File: config.mk
export PLATFORM = sky130hd
export DESIGN_NAME = exp_led_pwm_multi
export DESIGN_NICKNAME = d
export VERILOG_FILES = /design/src/rtl/exp_led_pwm_multi.sv
export SDC_FILE = /design/constraint.sdc
export NUM_CORES = 1
export LEC_CHECK = 0
export CELL_PAD_IN_SITES_DETAIL_PLACEMENT = 1
export CELL_PAD_IN_SITES_GLOBAL_PLACEMENT = 1
export CORE_MARGIN = 10
export CORE_UTILIZATION = 35
export CTS_CLUSTER_SIZE = 14
export DETAILED_ROUTE_END_ITERATION = 10
export PLACE_DENSITY_LB_ADDON = 0.1
export SETUP_SLACK_MARGIN = 0.15
export SYNTH_ARGS = -nofsm -noshare
export SYNTH_HDL_FRONTEND = slang
export SYNTH_SLANG_ARGS = --single-unit
export TNS_END_PERCENT = 30
File: constraint.sdc
create_clock -name clk -period 6 [get_ports clk]
set_input_delay 1.2 -clock clk [delete_from_list [all_inputs] [get_ports clk]]
set_output_delay 1.2 -clock clk [all_outputs]
set_load 0.02 [all_outputs]
File: src/rtl/exp_led_pwm_multi.sv
`default_nettype none
// ============================================================================
//  Module   : exp_led_pwm_multi
//  Purpose  : N-channel LED PWM engine driven by one shared prescaled ramp.
//             Each channel holds a brightness target and a current level.
//             The level either jumps to the target on a write or slews one
//             LSB per fade step toward it. The level can be passed through an
//             optional square-law (gamma) map. The result is captured into a
//             per-channel duty shadow at that channel's own period start, so
//             duty changes never cut a pulse short. Channel ramps can be
//             phase-staggered to spread the LED current peaks.
//
//  Ports    : clk       clock
//             rst_n     asynchronous active-low reset
//             ena       block enable (low: counters hold, writes ignored,
//                       outputs low)
//             wr_en     write strobe
//             wr_addr   channel index to write
//             wr_data   brightness target
//             fade_en   1 = level slews toward target, 0 = level jumps
//             gamma_en  1 = duty = level^2 >> WIDTH, 0 = duty = level
//             pwm_out   registered PWM outputs, one per channel
//             sync_out  one-cycle pulse after the base ramp wraps to 0
//             busy      high while any channel level differs from its target
//
//  Revision : 1.0  initial release
// ============================================================================
module exp_led_pwm_multi #(
    parameter int N            = 8,
    parameter int WIDTH        = 8,
    parameter int PRESCALE     = 1,
    parameter int FADE_DIV     = 4,
    parameter int PHASE_SPREAD = 1
) (
    input  logic                                 clk,
    input  logic                                 rst_n,
    input  logic                                 ena,
    input  logic                                 wr_en,
    input  logic [((N > 1) ? $clog2(N) : 1)-1:0] wr_addr,
    input  logic [WIDTH-1:0]                     wr_data,
    input  logic                                 fade_en,
    input  logic                                 gamma_en,
    output logic [N-1:0]                         pwm_out,
    output logic                                 sync_out,
    output logic                                 busy
);

    localparam int c_AW     = (N > 1) ? $clog2(N) : 1;
    localparam int c_PW     = (PRESCALE > 1) ? $clog2(PRESCALE) : 1;
    localparam int c_FW     = (FADE_DIV > 1) ? $clog2(FADE_DIV) : 1;
    localparam int c_STRIDE = (1 << WIDTH) / N;

    localparam logic [WIDTH-1:0] c_MAX       = '1;
    localparam logic [c_PW-1:0]  c_PRE_LAST  = c_PW'(PRESCALE - 1);
    localparam logic [c_FW-1:0]  c_FADE_LAST = c_FW'(FADE_DIV - 1);
    // One extra bit so wr_addr can be compared against N even when N is a
    // power of two.
    localparam logic [c_AW:0]    c_N_EXT     = (c_AW + 1)'(N);

    // ------------------------------------------------------------------
    // Shared timebase: prescaler, ramp, period sync, fade divider
    // ------------------------------------------------------------------
    logic [c_PW-1:0]  r_pre;
    logic [WIDTH-1:0] r_ramp;
    logic [c_FW-1:0]  r_fade;
    logic             r_sync;

    logic w_step;
    logic w_wrap;
    logic w_fade_step;
    logic w_wr_ok;

    assign w_step      = ena && (r_pre == c_PRE_LAST);
    assign w_wrap      = w_step && (r_ramp == c_MAX);
    assign w_fade_step = w_wrap && (r_fade == c_FADE_LAST) && fade_en;
    assign w_wr_ok     = wr_en && ena && ({1'b0, wr_addr} < c_N_EXT);

    always_ff @(posedge clk or negedge rst_n) begin
        if (!rst_n) begin
            r_pre <= '0;
        end else if (ena) begin
            r_pre <= w_step ? '0 : r_pre + c_PW'(1);
        end
    end

    always_ff @(posedge clk or negedge rst_n) begin
        if (!rst_n) begin
            r_ramp <= '0;
        end else if (w_step) begin
            r_ramp <= r_ramp + WIDTH'(1);
        end
    end

    // The divider advances on every wrap; fading itself is gated by fade_en
    // only at the step point, so toggling fade_en never disturbs the cadence.
    always_ff @(posedge clk or negedge rst_n) begin
        if (!rst_n) begin
            r_fade <= '0;
        end else if (w_wrap) begin
            r_fade <= (r_fade == c_FADE_LAST) ? '0 : r_fade + c_FW'(1);
        end
    end

    always_ff @(posedge clk or negedge rst_n) begin
        if (!rst_n) begin
            r_sync <= 1'b0;
        end else begin
            r_sync <= w_wrap;
        end
    end

    assign sync_out = r_sync;

    // ------------------------------------------------------------------
    // Per-channel target / level / duty shadow / output
    // ------------------------------------------------------------------
    logic [N-1:0] w_busy_vec;

    for (genvar i = 0; i < N; i++) begin : g_ch
        localparam logic [WIDTH-1:0] c_OFFSET =
            (PHASE_SPREAD != 0) ? WIDTH'(i * c_STRIDE) : '0;

        logic [WIDTH-1:0]   r_target;
        logic [WIDTH-1:0]   r_level;
        logic [WIDTH-1:0]   r_duty_sh;
        logic               r_pwm;
        logic [WIDTH-1:0]   w_phase;
        logic [2*WIDTH-1:0] w_lev_ext;
        logic [2*WIDTH-1:0] w_square;
        logic [WIDTH-1:0]   w_gamma;
        logic [WIDTH-1:0]   w_mapped;
        logic               w_sel;

        assign w_sel     = w_wr_ok && (wr_addr == c_AW'(i));
        // Wrap-around add gives this channel's private view of the ramp.
        assign w_phase   = r_ramp + c_OFFSET;
        assign w_lev_ext = {{WIDTH{1'b0}}, r_level};
        assign w_square  = w_lev_ext * w_lev_ext;
        assign w_gamma   = WIDTH'(w_square >> WIDTH);
        assign w_mapped  = gamma_en ? w_gamma : r_level;

        // A write outranks a simultaneous fade step: the target always
        // follows the write, and the level only moves when not fading.
        always_ff @(posedge clk or negedge rst_n) begin
            if (!rst_n) begin
                r_target <= '0;
                r_level  <= '0;
            end else if (w_sel) begin
                r_target <= wr_data;
                if (!fade_en) begin
                    r_level <= wr_data;
                end
            end else if (w_fade_step) begin
                if (r_level < r_target) begin
                    r_level <= r_level + WIDTH'(1);
                end else if (r_level > r_target) begin
                    r_level <= r_level - WIDTH'(1);
                end
            end
        end

        // The shadow is refreshed on the step that takes this channel's
        // phase from all-ones back to zero. The compare at that same edge
        // still uses the old duty, so the new value starts cleanly at
        // phase 0 of the next period.
        always_ff @(posedge clk or negedge rst_n) begin
            if (!rst_n) begin
                r_duty_sh <= '0;
                r_pwm     <= 1'b0;
            end else begin
                if (w_step && (w_phase == c_MAX)) begin
                    r_duty_sh <= w_mapped;
                end
                r_pwm <= ena && (w_phase < r_duty_sh);
            end
        end

        assign pwm_out[i]    = r_pwm;
        assign w_busy_vec[i] = (r_level != r_target);
    end : g_ch

    assign busy = |w_busy_vec;

endmodule : exp_led_pwm_multi
`default_nettype wire
* After elaboration in Yosys (flattened, before gate mapping)
Index checks and enable logic that the tools add are counted.
** Word-level totals
- Word-level logic and storage cells :: 224
- Output and inout port bits :: 10
- Flip-flop bits (word level) :: 212
- Input port bits :: 17
** Operators by class
- Reductions and logical operators :: 54
- Bitwise gates (word level) :: 1
- Multiply operators :: 8
- Muxes and demuxes :: 43
- $add $sub $neg :: 26
- Order comparisons :: 24
- Equality and inequality tests :: 32
** Operators by type and width (count)
- 8-bit two-way mux :: 41
- 8-bit < comparator :: 16
- 8-bit by 8-bit multiplier with 16-bit output :: 8
- 8-bit by 1-bit adder with 8-bit output, second input constant :: 9
- 8-bit equality test, second input constant :: 8
- 8-bit > comparator :: 8
- 8-bit != test :: 8
- 8-bit by 1-bit subtractor with 8-bit output, second input constant :: 8
- 8-bit adder, second input constant :: 4
- 1-bit logical AND :: 28
- 3-bit AND reduction :: 8
- 3-bit nonzero test :: 8
- 8-bit by 7-bit adder with 8-bit output, second input constant :: 2
- 2-bit != test, second input constant :: 8
- 2-bit nonzero test :: 8
- 3-bit equality test, second input constant :: 4
- 8-bit by 6-bit adder with 8-bit output, second input constant :: 1
- 8-bit OR reduction :: 1
- 3-bit by 2-bit equality test with 1-bit output, second input constant :: 2
- 3-bit by 1-bit equality test with 1-bit output, second input constant :: 1
- 3-bit logical NOT :: 1
- 2-bit by 1-bit adder with 2-bit output, second input constant :: 1
- 2-bit equality test, second input constant :: 1
- 2-bit two-way mux :: 1
- 3 further kinds :: 3

* Longest topological paths before layout
- Depth after elaboration :: 7
- Depth in mapped cells :: 19
- Depth with buffers taken out :: 18

* Worst setup path before layout
OpenSTA, ideal clock, no wires.
- Kind :: reg2reg
- From :: register g_ch[6].r_level[5]
- To :: register g_ch[6].r_duty_sh[7]
- Path slack :: 1.129 ns
- Stages on the path, launching flop included :: 17
- Required time :: 5.874 ns
- Clock period less this slack :: 4.871 ns
- Library setup time :: 0.126 ns
- Arrival time :: 4.745 ns
- Path buffers :: 0
- Path through :: dfrtp_1 > clkinv_1 > nor2_1 > fa_1 > fa_1 > inv_1 > fa_1 > fa_1 > inv_1 > ha_1 > and3_1 > a221oi_1 > o211ai_1 > a21oi_1 > a2bb2oi_1 > nor3_1 > a221o_1
** On the way
- Cells in the longest elaborated chain, start to end :: 2
** RTL lines
- from (decl) :: line 124 : logic [WIDTH-1:0] r_level;
- from (signal assigned) :: line 151 : r_level <= wr_data;
- from (signal assigned) :: line 155 : r_level <= r_level + WIDTH'(1);
- from (signal assigned) :: line 157 : r_level <= r_level - WIDTH'(1);
- 8-bit by 8-bit multiplier with 16-bit output :: line 138 : assign w_square = w_lev_ext * w_lev_ext;
- 8-bit two-way mux :: line 140 : assign w_mapped = gamma_en ? w_gamma : r_level;
- to (signal assigned) :: line 172 : r_duty_sh <= w_mapped;
- to (decl) :: line 125 : logic [WIDTH-1:0] r_duty_sh;
Every way passes these cells.
A chain may end at the register's enable or synchronous reset.

* Final worst setup path
Same ends and word-level chain as after synthesis.

==> run metrics <==
r2r startpoint=g_ch[6].r_level[5]; mean post-synth cell area=8.78 sq um; Synth warnings=0; vias in the first global route=22.3k; Buf/Inv on CP=4; Synth Net Count=3554; CTS clk-pin slew, worst paths=0.06 ns; Synth cell types=66; max incr delay on CP=0.56 ns; die span in x=291 microns; first-pass GRT wire length=125 mm; # H-tree levels=1; top_reg_cell synth=dfrtp_1; Detail Placement HPWL=58.4 mm; DR vias=20.1k; worst setup path class=flop to flop; Top cell by count, worst path=fa_1; R2R Setup Slk=0.65 ns; port bufs=26; CTS max path bufs=3; reg2reg path depth=17; Worst setup EP type=flop; drt drc=0; HP Class=flop to flop; Synth area leaders=dfrtp_1 (21%), ha_1 (20%), fa_1 (16%), inv_1 (7.0%), o21ai_0 (3.6%); Layout fillers=8538; Starting DRT DRC Count=826; CTS Sinks=212; Worst Setup Start Kind=flop; clock skew=0.00938 ns; dpl cells=3860; antenna viol nets, final=0; Die Area=84700 sq um; outcome=finished, final reports clean; RD Place Congestion=0.809; Final WS setup=0.648 ns; cell chain of the critical path=clkinv_1 -> buf_4 -> nor2_1 -> fa_1 -> fa_1 -> inv_1 -> fa_1 -> fa_1 -> inv_1 -> ha_1 -> and3_1 -> a221oi_1 -> o211ai_1 -> a21oi_1 -> a2bb2oi_1 -> nor3_1 -> a221o_1; Final setup viols=0; CP top delay family=adder cells; vias per cell=5.13; TritonCTS clock tree=built; Storage cell area=5310 sq um; area grow syn2layout=8.97%; post-synthesis async set-or-reset flop share=100%; Hold Crit Depth=2; largest net degree at the start of global routing=119; Final Util=38.5%; DIE HEIGHT=291 microns; Final min period=5.35 ns; starting density of the core=35.3%; GRT Util Overall=18.1%; post-CTS setup buffer count=0; WL/cell=19.4 microns; worst slack at placement=0.632 ns; # resized after CTS=0; hold buffer count at cts=0; row count=99; share of the synthesized area in the top cell type=20.6%; post-route setup TNS=0 ns; global route overflow=0; CTS root buffer=clkbuf_16; io pins=27; largest area contributor in the netlist=dfrtp_1; Least-Margin Pin Slew=1.20 ns; number of synthesized flops with an enable pin=0; hold endpoint=g_ch[7].r_duty_sh[1]; Worst-Skew Late Latency=0.58 ns; count of max-cap constraint violations=0; Final Hold Viols=0; Synth Instances=2929; RSZ-0062 raised after global routing=no; antenna violations before repair=9; core area=72800 sq um; CTS buffer count=29; Crit-path slowest cell=fa_1; Layout Cells excl Fill=3912; Slew Limit Fails=0; r2r endpoint=g_ch[6].r_duty_sh[7]; Initial DRT Pass Iterations=5; Final period util=89.2%; hold_sp=g_ch[7].r_duty_sh[1]; Seq/Total Area, Yosys=20.6%; Yosys reg bits=212; CP Max Fanout=8; fin nets=3557; Total Routed Length=75.9 mm; FMAX=187 MHz; multi-input combinational cell area=18200 sq um; Syn Std Cell Area=25700 sq um; Crit path arrival time=5.80 ns; Relative slew margins=19.9%; Worst EP required=6.45 ns; share of cells above drive strength 1=5.08%
[registers in the layout, summed over array words and instances, names as in the netlist]
register	cells
r_ramp	8
r_fade	2
g_ch.r_target	64
sync_out	1
g_ch.r_duty_sh	64
g_ch.r_level	64
g_ch.r_pwm	8
r_pre	1
[cells by family after synthesis]
logic type / Yosys count / share of synthesized area [%]
AND/OR/NAND/NOR: 738 / 13.7
adder cells (fa/ha/maj): 608 / 35.4
flip-flops: 212 / 20.6
XOR/XNOR: 146 / 4.97
buffers and inverters: 582 / 8.66
AO/OA/AOI/OAI: 587 / 14.2
multiplexers: 56 / 2.33
[synthesized netlist by cell type (24+ instances only)]
cell / count
a21o_1: 101
a21oi_1: 135
and2_1: 101
and3_1: 26
clkbuf_1: 78
dfrtp_1: 212
fa_1: 200
ha_1: 408
inv_1: 482
mux2_2: 31
mux2i_1: 25
nand2_1: 224
nand2b_1: 24
nand3_1: 30
nor2_1: 182
nor3_1: 69
o21ai_0: 185
xnor2_1: 93
xor2_1: 53
[per-stage QoR]
| step | hold WS [ns] | cell area [sq um] |
|---|---|---|
| after global placement | 0.467 | 27100 |
| after detailed placement | 0.473 | 27100 |
| final | 0.481 | 28000 |
| after CTS | 0.485 | 28000 |
| after floorplan | 0.450 | 25700 |
| after global routing | 0.521 | 28000 |
[layer usage]
metal	wire [microns]	vias to the layer above	global-route usage (%)
met3	1760	63	1.65
met2	36200	169	31.1
met1	36700	10131	24.5
met4	1310	4	3.31
li1	-	9686	-
met5	22	-	0
[cell type report]
type	count	area share [%]
inverter	485	6.50
sequential	212	18.9
clock buffer	46	3.07
tap	959	4.28
timing repair buffer	69	2.09
multi-input combinational	2135	64.9
antenna	2	0.0179
clock inverter	4	0.183
[worst max path at each step]
| stage | startpoint | slack, ns | to | cells after the start |
|---|---|---|---|---|
| finish | g_ch[6].r_level[5] | 0.65 | g_ch[6].r_duty_sh[7] | 17 |
| global route | g_ch[6].r_level[3] | 0.22 | g_ch[6].r_duty_sh[7] | 16 |
| CTS | g_ch[6].r_level[5] | 0.61 | g_ch[6].r_duty_sh[7] | 17 |
| detailed placement | g_ch[6].r_level[5] | 0.63 | g_ch[6].r_duty_sh[7] | 17 |
| global placement | g_ch[6].r_level[5] | 0.77 | g_ch[6].r_duty_sh[7] | 17 |
| floorplan | g_ch[6].r_level[5] | 1.13 | g_ch[6].r_duty_sh[7] | 16 |
[worst register-to-register path, delay by kind of cell, from the launching register on]
family,cells,cell delay (ns)
DFF,1,0.48
adders and majority gates,5,2.31
and+or+nand+nor,3,0.54
buffers and inverters,4,0.38
AOI/OAI and AO/OA,5,1.52
[cell usage in the layout (no fill, tap or decap), types with 7 or more instances in the layout]
| cell | count |
|---|---|
| mux2i_1 | 25 |
| o22ai_1 | 10 |
| a211oi_1 | 18 |
| nand2_1 | 224 |
| ha_1 | 408 |
| buf_4 | 42 |
| xor2_1 | 53 |
| nor3_1 | 67 |
| o21ai_0 | 185 |
| a21o_1 | 101 |
| o31a_1 | 8 |
| nand3_1 | 30 |
| o41ai_1 | 10 |
| or2_2 | 14 |
| nand4_1 | 18 |
| clkdlybuf4s50_1 | 22 |
| xnor2_1 | 93 |
| inv_1 | 482 |
| clkbuf_8 | 7 |
| nand2b_1 | 24 |
| a21bo_2 | 7 |
| dfrtp_1 | 212 |
| or3_1 | 8 |
| nor2_1 | 182 |
| mux2_2 | 31 |
| o31ai_1 | 11 |
| o21bai_1 | 16 |
| a21oi_1 | 135 |
| fa_1 | 200 |
| nand3b_1 | 9 |
| and3_1 | 26 |
| a22oi_1 | 11 |
| nor2b_1 | 21 |
| clkbuf_1 | 10 |
| clkbuf_16 | 29 |
| and2_1 | 101 |
| o21a_1 | 15 |
| a31oi_1 | 22 |
Power is left out: the tool's default activity adds up to more than one toggle a clock period on the data nets, which glitch-free logic cannot reach.
